--- src/rtl/dac_pkg.sv ---
// dac_pkg: DEM mode codes, LFSR reset seed, LFSR taps and step function
package dac_pkg;
  localparam logic [1:0] DEM_STATIC = 2'd0;
  localparam logic [1:0] DEM_SEQ    = 2'd1;
  localparam logic [1:0] DEM_DWA    = 2'd2;
  localparam logic [1:0] DEM_RAND   = 2'd3;
  localparam logic [15:0] LFSR_RESET_SEED = 16'hACE1;
  localparam int LFSR_TAP_A = 15;
  localparam int LFSR_TAP_B = 13;
  localparam int LFSR_TAP_C = 12;
  localparam int LFSR_TAP_D = 10;
  function automatic logic [15:0] lfsr_step(input logic [15:0] s);
    return {s[14:0], s[LFSR_TAP_A] ^ s[LFSR_TAP_B] ^ s[LFSR_TAP_C] ^ s[LFSR_TAP_D]};
  endfunction
endpackage

--- src/rtl/dac_dem_pointer.sv ---
// dac_dem_pointer: DEM pointer/LFSR state and next rotation index from pre-update state
module dac_dem_pointer
  import dac_pkg::*;
#(
  parameter int CODE_WIDTH  = 8,
  parameter int INDEX_WIDTH = 4
) (
  input  logic                   clk,
  input  logic                   rst_n,
  input  logic                   accept,
  input  logic [1:0]             dem_mode,
  input  logic [CODE_WIDTH-1:0]  sample_code,
  input  logic                   lfsr_load,
  input  logic [15:0]            lfsr_seed,
  output logic [INDEX_WIDTH-1:0] next_index
);
  localparam logic [CODE_WIDTH-1:0] SEQ_STEP = CODE_WIDTH'(1) << (CODE_WIDTH - INDEX_WIDTH);
  logic [CODE_WIDTH-1:0] ptr_acc_q, ptr_acc_d;
  logic [15:0]           lfsr_q, lfsr_d;
  always_comb begin
    ptr_acc_d  = !accept               ? ptr_acc_q :
                 dem_mode == DEM_SEQ   ? ptr_acc_q + SEQ_STEP :
                 dem_mode == DEM_DWA   ? ptr_acc_q + sample_code : ptr_acc_q;
    // a zero seed would lock the LFSR, so it is promoted to 1
    lfsr_d     = lfsr_load                        ? (lfsr_seed == 16'd0 ? 16'h0001 : lfsr_seed) :
                 (accept && dem_mode == DEM_RAND) ? lfsr_step(lfsr_q) : lfsr_q;
    next_index = dem_mode == DEM_STATIC ? '0 :
                 dem_mode == DEM_RAND   ? lfsr_q[INDEX_WIDTH-1:0] :
                                          ptr_acc_q[CODE_WIDTH-1 -: INDEX_WIDTH];
  end
  always_ff @(posedge clk or negedge rst_n) begin
    if (!rst_n) begin
      ptr_acc_q <= '0;
      lfsr_q    <= LFSR_RESET_SEED;
    end else begin
      ptr_acc_q <= ptr_acc_d;
      lfsr_q    <= lfsr_d;
    end
  end
endmodule

--- src/rtl/dac_thermometer_encoder_dem.sv ---
// dac_thermometer_encoder_dem: registered binary-to-thermometer encoder with DEM rotation index
module dac_thermometer_encoder_dem
  import dac_pkg::*;
#(
  parameter int THERMOMETER_WIDTH = 256,
  parameter int CODE_WIDTH        = 8,
  parameter int INDEX_WIDTH       = 4
) (
  input  logic                         clk,
  input  logic                         rst_n,
  input  logic                         enable,
  input  logic                         sample_valid,
  input  logic [CODE_WIDTH-1:0]        sample_code,
  input  logic [1:0]                   dem_mode,
  input  logic                         lfsr_load,
  input  logic [15:0]                  lfsr_seed,
  output logic [THERMOMETER_WIDTH-1:0] output_thermometer,
  output logic [INDEX_WIDTH-1:0]       cycle_index,
  output logic                         output_valid
);
  logic                         accept;
  logic [THERMOMETER_WIDTH-1:0] therm_enc, therm_q, therm_d;
  logic [INDEX_WIDTH-1:0]       next_index, index_q, index_d;
  logic                         valid_q, valid_d;
  assign accept = enable & sample_valid;
  // one flat compare per bit keeps the encoder a single logic level
  for (genvar i = 0; i < THERMOMETER_WIDTH; i++) begin : g_enc
    assign therm_enc[i] = 32'(i) < 32'(sample_code);
  end
  dac_dem_pointer #(
    .CODE_WIDTH (CODE_WIDTH),
    .INDEX_WIDTH(INDEX_WIDTH)
  ) u_pointer (
    .clk        (clk),
    .rst_n      (rst_n),
    .accept     (accept),
    .dem_mode   (dem_mode),
    .sample_code(sample_code),
    .lfsr_load  (lfsr_load),
    .lfsr_seed  (lfsr_seed),
    .next_index (next_index)
  );
  always_comb begin
    therm_d = accept ? therm_enc : therm_q;
    index_d = accept ? next_index : index_q;
    valid_d = accept;
  end
  always_ff @(posedge clk or negedge rst_n) begin
    if (!rst_n) begin
      therm_q <= '0;
      index_q <= '0;
      valid_q <= 1'b0;
    end else begin
      therm_q <= therm_d;
      index_q <= index_d;
      valid_q <= valid_d;
    end
  end
  assign output_thermometer = therm_q;
  assign cycle_index        = index_q;
  assign output_valid       = valid_q;
endmodule

--- config.mk ---
export PLATFORM = sky130hd
export DESIGN_NAME = dac_thermometer_encoder_dem
export DESIGN_NICKNAME = d
export VERILOG_FILES = /design/src/rtl/dac_pkg.sv /design/src/rtl/dac_dem_pointer.sv /design/src/rtl/dac_thermometer_encoder_dem.sv
export SDC_FILE = /design/constraint.sdc
export NUM_CORES = 1
export LEC_CHECK = 0
export CAP_MARGIN = 25
export CORE_MARGIN = 10
export CORE_UTILIZATION = 60
export CTS_CLUSTER_DIAMETER = 50
export DETAILED_ROUTE_END_ITERATION = 12
export DONT_BUFFER_PORTS = 1
export HOLD_SLACK_MARGIN = 0.15
export PLACE_DENSITY = 0.76
export REMOVE_ABC_BUFFERS = 1
export SETUP_SLACK_MARGIN = 0.4
export SLEW_MARGIN = 20
export SYNTH_ARGS = -nofsm -noshare
export SYNTH_HDL_FRONTEND = slang
export SYNTH_SLANG_ARGS = --single-unit
--- constraint.sdc ---
create_clock -name clk -period 2.6 [get_ports clk]
set_clock_uncertainty 0.05 [all_clocks]
set_input_delay 0.52 -clock clk [delete_from_list [all_inputs] [get_ports clk]]
set_output_delay 0.52 -clock clk [all_outputs]
set_load 0.02 [all_outputs]
After elaboration in Yosys (flattened, before gate mapping) --
Cells that the tools add are included.
Word-level totals: flip-flop bits (word level) 284, input bits 31, output and inout port bits 261, logic and storage cells 282
Cells by class: add/subtract/negate cells 2, order comparisons 255, equal/unequal tests 3, multiplexer cells 7, bitwise operators 4, reductions and logical operators 6
Operator list (count):
- less-than comparator 8 bit, first input constant | 127
- less-than comparator 7 x 8 -> 1 bit, first input constant | 64
- less-than comparator 6 x 8 -> 1 bit, first input constant | 32
- less-than comparator 5 x 8 -> 1 bit, first input constant | 16
- less-than comparator 4 x 8 -> 1 bit, first input constant | 8
- two-way mux 16 bit | 3
- less-than comparator 3 x 8 -> 1 bit, first input constant | 4
- zero test 16 bit | 1
- less-than comparator 1 x 8 -> 1 bit, first input constant | 2
- less-than comparator 2 x 8 -> 1 bit, first input constant | 2
- two-way mux 8 bit | 2
- adder 8 x 5 -> 8 bit, second input constant | 1
- adder 8 bit | 1
- two-way mux 4 bit | 2
- == test 2 bit, second input constant | 2
- nonzero test 2 bit | 2
- bitwise XOR 1 bit | 3
- == test 2 x 1 -> 1 bit, second input constant | 1
- zero test 2 bit | 1
- AND reduction 2 bit | 1
- bitwise AND 1 bit | 1
- logical AND 1 bit | 1

Longest topological paths before layout --
depth after elaboration 5, gate-level depth with buffers 7

Cells and area by module --
Synthesis repeated with hierarchy kept, for this count alone.
Second synthesis, totals: cell total of the unflattened synthesis 1158, area total of the unflattened synthesis 12331.8 um2
By module, submodules not included:
- dac_thermometer_encoder_dem | instances 1, cells an instance 995, area an instance 10731.5 um2, sequential area each 6506.2 um2
- dac_dem_pointer | instances 1, cells an instance 163, area an instance 1600.3 um2, sequential area each 610.6 um2

Worst setup path before layout --
OpenSTA, ideal clock, no wires.
path type input to register, start in sample_code[1], end reg u_pointer.ptr_acc_q[7], setup time 136 ps, data arrival time 1873 ps, data required time 2414 ps, path slack 541 ps, cell stages on the path 6, path buffers 0, cells stage by stage ha_1 > a211oi_1 > o21ai_0 > and3_1 > a2111oi_0 > nand3_1
Between the ends: word-level cells in the longest chain between the ends 3
RTL lines:
- start, declared | line dac_thermometer_encoder_dem.sv:13 | input logic [CODE_WIDTH-1:0] sample_code,
- adder 8 bit | line dac_dem_pointer.sv:23 | dem_mode == DEM_DWA ? ptr_acc_q + sample_code : ptr_acc_q;
- two-way mux 8 bit | line dac_dem_pointer.sv:23
- two-way mux 8 bit | line dac_dem_pointer.sv:22 | dem_mode == DEM_SEQ ? ptr_acc_q + SEQ_STEP :
- end signal, assigned | line dac_dem_pointer.sv:36 | ptr_acc_q <= ptr_acc_d;
- end, declared | line dac_dem_pointer.sv:18 | logic [CODE_WIDTH-1:0] ptr_acc_q, ptr_acc_d;
No other way between the ends. The select of a mux whose other input is x is not followed. A chain may end at the register's enable or synchronous reset.

Worst setup path after layout --
start reg u_pointer.ptr_acc_q[1], end reg u_pointer.ptr_acc_q[7]
Between the ends: word-level cells in the longest chain between the ends 3
RTL lines (line):
- adder 8 bit | dac_dem_pointer.sv:23
- two-way mux 8 bit | dac_dem_pointer.sv:23
- two-way mux 8 bit * | dac_dem_pointer.sv:22
Mark *: on every way between the ends. The rest lies on a longest branch, timed or not. The select of a mux whose other input is x is not followed.

==> results.py <==
metrics = {
    "status": {
        "outcome": "complete, but fails checks",
        "violations": "negative hold slack",
    },
    "detailed_routing": {
        "drt-pass1-iter-count": 6,
        "vias": 9683,
        "drtIter0Drc": 863,
        "wl_mm": 39.0,
        "drc": 0,
        "ant_nets": 0,
        "avgViaCountPerCell": 6.44,
        "wl_per_cell_um": 25.9,
    },
    "critical_path": {
        "path_class": "flip-flop to flip-flop",
        "worstPathCellList": "ha_1 -> a211oi_2 -> o21ai_0 -> and3_1 -> a2111oi_0 -> nand3_1",
        "rr_worst_depth": 6,
        "cp_slowest_cell": "dfrtp_1",
        "cp-endpoint": "u_pointer.ptr_acc_q[7]",
        "crit_start": "u_pointer.ptr_acc_q[1]",
        "startpoint_type": "flip-flop",
        "cpPeakStageDelay_ns": 0.41,
        "cp_num_buf_inv": 0,
        "r2r-start": "u_pointer.ptr_acc_q[1]",
        "crit_arrival_ns": 2.44,
        "ff2ff_setup_slack_ns": 0.52,
        "crit_required_ns": 2.96,
        "crit_cells": 6,
        "cp-end-kind": "flip-flop",
        "cp_max_fo": 3,
        "r2r-end": "u_pointer.ptr_acc_q[7]",
        "crit_family": "compound AO/OA/AOI/OAI gates",
    },
    "global_routing": {
        "gr-total-overflow": 0,
        "grt_pass1_vias": 9431,
        "grt_max_degree": 285,
        "antenna_found_initial": 0,
        "grt_pass1_wl_mm": 59.0,
        "grtUsageTotal": 0.284,
    },
    "clock_network": {
        "cts_setup_buffers": 0,
        "numClockSinks": 284,
        "clock_latency_ns": 0.54,
        "clk_pin_slew_worst_paths_ns": 0.06,
        "hold_buffers": 24,
        "cts_max_level": 1,
        "cts_tree": "yes",
        "root_buffer": "clkbuf_16",
        "cts_buffers": 31,
        "clockBufferDepth": 3,
    },
    "placement": {
        "post-place-cells": 1430,
        "portBuffers": 0,
        "dp_slack_ns": 0.318,
        "hpwl_mm": 24.9,
        "gp_congestion": 0.837,
    },
    "sta": {
        "period_minus_slack_ns": 2.08,
        "final.setup.worst_slack_ns": 0.524,
        "finalSetupViolations": 0,
        "worst_pin_slew_ns": 0.934,
        "max-slew-margin-rel": 0.377,
        "finalHoldViolations": 276,
        "final.period_utilization": 0.798,
        "final.setup.tns_ns": 0,
        "whs_ns": -0.370,
        "rsz0062_at_grt": "true",
        "drv_slew": 0,
        "fmax_ghz": 0.482,
    },
    "synthesis": {
        "synth_cell_type_count": 59,
        "seq_area_frac_synth": 0.583,
        "syn_area_um2": 12200,
        "syn_inst": 1224,
        "synth-seq-cells": 284,
        "synth_edf_count": 0,
        "yosys_warnings": 0,
        "syn_area_per_cell_um2": 9.98,
        "async_flop_share": 1.00,
        "synthFlopType": "dfrtp_1",
        "synth_top_cell_by_area": "dfrtp_1",
        "synth_top_area_share": 0.566,
        "yosys-top-cells-area": "dfrtp_1 57%, o21ai_0 7.0%, nand2_1 7.0%",
    },
    "final_layout": {
        "n_antenna_cell": 0,
        "final_common_cell": "dfrtp_1",
        "area_growth_syn_to_layout_pct": 12.0,
        "layout_common_cells": "276 x dfrtp_1, 226 x nand2_1, 171 x o21ai_0, 72 x nor2_1, 61 x a21oi_1",
        "drive_gt1_frac": 0.0867,
        "fin_util": 0.680,
        "finalNonFillerCells": 1504,
        "final_nets": 1261,
    },
    "power_and_ir_drop": {
        "vdd_ir_drop_max_uv": 641,
        "power_leakage_nw": 6.20,
        "power.total_w": 0.0117,
        "p_per_area_nw_per_um2": 859,
    },
    "die": {
        "core-area_um2": 20100,
        "ios": 292,
        "fp.dieW_um": 163,
        "num_rows": 52,
        "start_util": 0.607,
        "die_area_um2": 26500,
        "die_h_um": 163,
    },
    "min_path": {
        "worstHoldPathType": "input pin to async pin",
    },
    "run": {
        "cap_violations": 0,
    },
}
-- cell families (layout without fill, tap and decap cells) --
family,count (synthesis),in the layout,share of synthesized area
and+or+nand+nor,380,380,0.131
buffers and inverters,111,121,0.0404
muxes,18,18,0.0148
DFF,284,284,0.583
AOI/OAI and AO/OA,412,412,0.213
adders and majority gates,13,13,0.0139
other,1,1,0.000307
xor gates and xnor gates,5,5,0.00359
-- per-layer routing --
layer / track usage / vias up / routed length, um
li1: - / 4273 / -
met5: 0 / - / 0
met1: 0.358 / 4816 / 14200
met3: 0.112 / 83 / 5220
met2: 0.439 / 511 / 18300
met4: 0.0984 / 0 / 1330
-- through the flow --
stage | instance area, um^2 | hold WS [ns]
after floorplan | 11700 | 0.174
after global placement | 12400 | 0.187
after detailed placement | 12400 | 0.188
after CTS | 13700 | -0.380
after global routing | 13700 | -0.396
final | 13700 | -0.370
-- cell usage after synthesis, types with 2 or more instances --
cell type / instances
o211ai_1: 8
a221o_1: 11
a211oi_1: 5
dfstp_2: 8
o2111ai_1: 2
nor2b_1: 8
o21a_1: 2
xnor2_1: 5
a22o_1: 54
inv_1: 6
o21bai_1: 2
nor2_1: 73
a32o_1: 2
and2_1: 5
o31ai_1: 3
clkbuf_1: 49
nand3_1: 13
nand2_1: 227
nor3_1: 10
o21ai_0: 171
nand2b_1: 11
a31oi_1: 31
dfrtp_1: 276
a2111oi_0: 3
or2_2: 3
and3_1: 6
a21oi_1: 61
ha_1: 12
or3_1: 6
buf_2: 39
nor2_2: 3
buf_1: 10
o211a_1: 2
mux2i_1: 18
o22a_1: 3
buf_4: 3
o21ai_1: 3
nor4_1: 6
nand4_1: 4
a22oi_1: 4
a21o_1: 37
buf_6: 2
-- worst min path at each step --
stage | start | endpoint | slack (ns) | cells after the start
after floorplan | rst_n | cycle_index[0] | 0.17 | 0
after global placement | rst_n | output_thermometer[54] | 0.19 | 0
after detailed placement | rst_n | output_thermometer[102] | 0.19 | 0
after CTS | rst_n | u_pointer.lfsr_q[1] | -0.38 | 0
after global routing | rst_n | output_thermometer[102] | -0.40 | 0
final | rst_n | output_thermometer[102] | -0.37 | 0
-- registers in the layout, summed over array words and instances, names as in the netlist --
name / count
cycle_index: 4
output_thermometer: 255
output_valid: 1
u_pointer.ptr_acc_q: 8
u_pointer.lfsr_q: 16
-- final cells by class --
type                    count  area [um^2]
flip-flops and latches    284         7120
fillers                  1486         6430
multi-input cells         829         4620
clock buffers              37          818
repair buffers             64          581
well taps                 270          338
clock inverters            13          183
inverters                   7         26.3
-- repair_timing --
action,4_1_cts,5_1_grt
endpoints found under the hold margin,343,284
gates resized for setup,0,2
endpoints found under the setup margin,0,4
-- power breakdown --
group	switching [W]	total, W	leakage [nW]	internal [W]
logic	0.000763	0.00135	2.29	0.000587
clock network	0.00171	0.00433	0.490	0.00262
registers	0.00111	0.00607	3.42	0.00495
No activity file was read; power rests on OpenSTA's default activity.
==> edit 1: new RTL, same settings <==
Change the parameter `THERMOMETER_WIDTH` from 256 to 512.
--- a/src/rtl/dac_thermometer_encoder_dem.sv
+++ b/src/rtl/dac_thermometer_encoder_dem.sv
@@ -4,3 +4,3 @@
 #(
-  parameter int THERMOMETER_WIDTH = 256,
+  parameter int THERMOMETER_WIDTH = 512,
   parameter int CODE_WIDTH        = 8,
Interface: changed (resized output_thermometer); port bits go from 292 to 548. The function was not compared with the original's and may differ.
==> edit 1 against the unedited design <==
- the flow still finishes with violations (negative hold slack)
- total power up 6.5%
- worst setup slack better by 0.044 ns
- clock power up 9.2%
- area after synthesis up 16%
- sequential cell count unchanged
- wire length up 13%
- via count up 6.7%
- cell area up 8.3%
- critical path type is now in -> reg
- critical endpoint is now output_thermometer[88]
==> edit 1: results (changes against the unedited design) <==
[run_status]
outcome = finished with violations  ; unchanged
violations = negative hold slack  ; unchanged

[global_routing]
met2_usage_pct = 44.74  ; was 43.94%
grt_pass1_wl_um = 65410  ; was 59000 um
first_global_vias = 10090  ; was 9431
track_usage_pct = 27.47  ; was 28.42%
gr-usage-met1_pct = 32.58  ; was 35.83%

[timing]
holdWs_ns = -0.3957  ; was -0.3695 ns
hold_viol = 276  ; unchanged

[pwr]
switchingPower_mw = 4.062  ; was 3.586 mW
p_seq_share_pct = 48.6  ; was 51.7%
p_leak_nw = 7.079  ; was 6.202 nW

[drt]
drt_iter0_drc = 1092  ; was 863
wl_met1_um = 15910  ; was 14190 um
wl_met3_um = 5377  ; was 5219 um
avgRoutedWirePerCell_um = 24.18  ; was 25.92 um
vias_per_cell = 5.684  ; was 6.438
wl_um = 43940  ; was 38990 um

[yosys]
yosysSeqAreaShare_pct = 50.36  ; was 58.28%
synthAdderAreaFrac_pct = 1.204  ; was 1.394%
synth_area_per_cell_um2 = 9.549  ; was 9.976 um^2
synth_xor_area_share_pct = 0.3099  ; was 0.3586%
synth.area.mux_share_pct = 1.275  ; was 1.476%

[placement]
place_inst = 1734  ; was 1430
dp_hpwl_um = 30100  ; was 24880 um
dpl-instance-area_um2 = 13420  ; was 12430 um^2

[finish]
drive_gt1_share_pct = 7.543  ; was 8.671%
multiInputGateArea_um2 = 5579  ; was 4616 um^2

[worst_setup_path]
cp_slowest_cell = dlygate4sd3_1  ; was dfrtp_1
critPathMaxFanout = 24  ; was 3

[cts]
clkLatencyLatePin_ns = 0.56  ; was 0.54 ns

edit 1: cell count changes in the layout (fill, tap and decap cells not counted), sizes merged:
| cell | before | now |
|---|---|---|
| conb | 1 | 257 |
| bufinv | 4 | 5 |
| clkbuf | 37 | 43 |
| clkinvlp | 1 | 2 |
| dlygate4sd3 | 23 | 25 |
| clkinv | 7 | 4 |
| inv | 8 | 10 |
| buf | 40 | 39 |
edit 1: final cells by class:
cell class / instances / area share [%]
Clock buffer: 43 / 6.016
Clock inverter: 14 / 1.546
Inverter: 7 / 0.1774
Multi-Input combinational cell: 1085 / 37.67
Sequential cell: 284 / 48.06
Tap cell: 319 / 2.695
Timing Repair Buffer: 65 / 3.836
edit 1: metrics by stage:
| stage | TNS, ns | power [mW] |
|---|---|---|
| after floorplan | -1093.01 | 7.200 |
| after global placement | 0 | 7.690 |
| after detailed placement | 0 | 7.754 |
| after CTS | 0 | 12.51 |
| after global routing | 0 | 12.98 |
| final | 0 | 12.50 |
edit 1: final timing paths:
kind / startpoint / slack, ns / endpoint
worst max-delay path: sample_code[3] / 0.57 / output_thermometer[88]
worst min-delay path: rst_n / -0.40 / output_thermometer[236]
worst max register to register: u_pointer.ptr_acc_q[1] / 0.57 / u_pointer.ptr_acc_q[7]
worst min register to register: u_pointer.ptr_acc_q[0] / 0.45 / u_pointer.ptr_acc_q[0]
max in group asynchronous: rst_n / 2.43 / u_pointer.lfsr_q[0]
min in group clk: sample_code[7] / 0.16 / output_thermometer[131]
edit 1: what timing repair did:
item / in CTS / in global routing
endpoints found under the setup margin: 0 / 2
gates resized for setup: 0 / 2
endpoints found under the hold margin: 352 / 284
setup buffers: 0 / 0
edit 1: worst max-delay path, delay by kind of cell:
kind            cells  cell delay [ns]
compound gates      1             0.22
buf+inv             2             1.54
simple gates        1             0.16
==> edit 2: new RTL, same flow settings <==
Made on the original files. Reset style: synchronous (`rst_n`), changed in 2 clocked blocks.
--- a/src/rtl/dac_dem_pointer.sv
+++ b/src/rtl/dac_dem_pointer.sv
@@ -30,3 +30,3 @@
   end
-  always_ff @(posedge clk or negedge rst_n) begin
+  always_ff @(posedge clk) begin
     if (!rst_n) begin
--- a/src/rtl/dac_thermometer_encoder_dem.sv
+++ b/src/rtl/dac_thermometer_encoder_dem.sv
@@ -47,3 +47,3 @@
   end
-  always_ff @(posedge clk or negedge rst_n) begin
+  always_ff @(posedge clk) begin
     if (!rst_n) begin
Function: differs if rst_n is asserted again (counterexample within 4 cycles, from zero or initial values and one cycle with rst_n low); with rst_n held inactive, the same outputs for 4 cycles.
==> edit 2 against the unedited design <==
- critical endpoint is now u_pointer.ptr_acc_q[5]
- worst setup slack improved by 0.088 ns
- synthesized cell count increased by 11%
- cell area decreased by 7.1%
- sequential cell count unchanged
- largest cell class unchanged
- largest power group unchanged
- global-route usage increased by 0.36 points
- area after synthesis decreased by 7.5%
- first-iteration DRC count increased by 10%
- total power decreased by 12%
- worst hold slack improved by 0.54 ns
- fmax increased by 4.4%
- highest routed layer unchanged
- sequential share of layout area decreased by 7.3 points
- wire length decreased by 4.3%
==> edit 2: results (changes against the unedited design) <==
[finish]
stdcell_count = 1589  ; was 1504
buf_share_pct = 4.768  ; was 4.244%
regArea_um2 = 5685  ; was 7117 um^2
flops_and_latches = 284  ; unchanged
seq_area_share_pct = 44.76  ; was 52.03%
n_clock_buffer = 43  ; was 37
buffers = 68  ; was 64

[drt]
num_vias = 10260  ; was 9683
drt_iter0_drc = 951  ; was 863
wl_um = 37310  ; was 38990 um

[worst_setup_path]
slowest_delay_ns = 0.38  ; was 0.41 ns
crit_path_start = u_pointer.ptr_acc_q[1]  ; unchanged

[global_routing]
first_global_vias = 9425  ; was 9431
track_usage_pct = 28.78  ; was 28.42%

[yosys]
synth_area_per_cell_um2 = 8.332  ; was 9.976 um^2
synthTopCellsByArea = dfxtp_1 50%, a21oi_1 14%, nor2_1 6.5%  ; was dfrtp_1 57%, o21ai_0 7.0%, nand2_1 7.0%
async_flop_share_pct = 0  ; was 100.0%

[placement]
dp_slack_ns = 0.4420  ; was 0.3183 ns
place.gp.congestion = 0.8651  ; was 0.8368
place_inst = 1510  ; was 1430

[pwr]
p_leak_nw = 4.878  ; was 6.202 nW
ir_drop_uv = 552.2  ; was 640.8 uV

[timing]
fmax_mhz = 503.2  ; was 481.8 MHz

[run_status]
outcome = complete, no violations  ; was finished with violations

[min_path]
hold_path.class = in -> reg  ; was in -> async

edit 2: changes by cell type after synthesis, sizes merged, moves of 82 or more:
cell,unedited run,this run
dfxtp,0,284
nand2,227,104
a21oi,62,318
dfrtp,276,0
nor2,76,205
o21ai,175,93
edit 2: kinds of logic (layout without fill, tap and decap cells):
family                     count (synthesis)  in the layout  synth area share [%]
and+or+nand+nor                          368            368                 13.85
DFF                                      284            284                 50.36
muxes                                     10             10                0.9420
other                                      1              1               0.03322
AOI/OAI and AO/OA                        543            543                 27.57
adders and majority gates                 13             13                 1.507
buffers and inverters                    131            131                 5.342
xor gates and xnor gates                   5              5                0.3879
edit 2: power breakdown:
group,switching (mW),total [mW],leakage [nW],internal [mW]
sequential,0.427,4.99,2.32,4.57
clock,1.78,4.50,0.516,2.72
combinational,0.546,0.841,2.04,0.295
edit 2: metal layers:
layer  track usage, %  up-vias  part of all wire (%)
li1                 -     4722                     -
met4            8.549        0                   2.9
met3            11.93       82                    14
met1            35.11     4882                    38
met5                0        -                     0
met2            45.53      572                    46
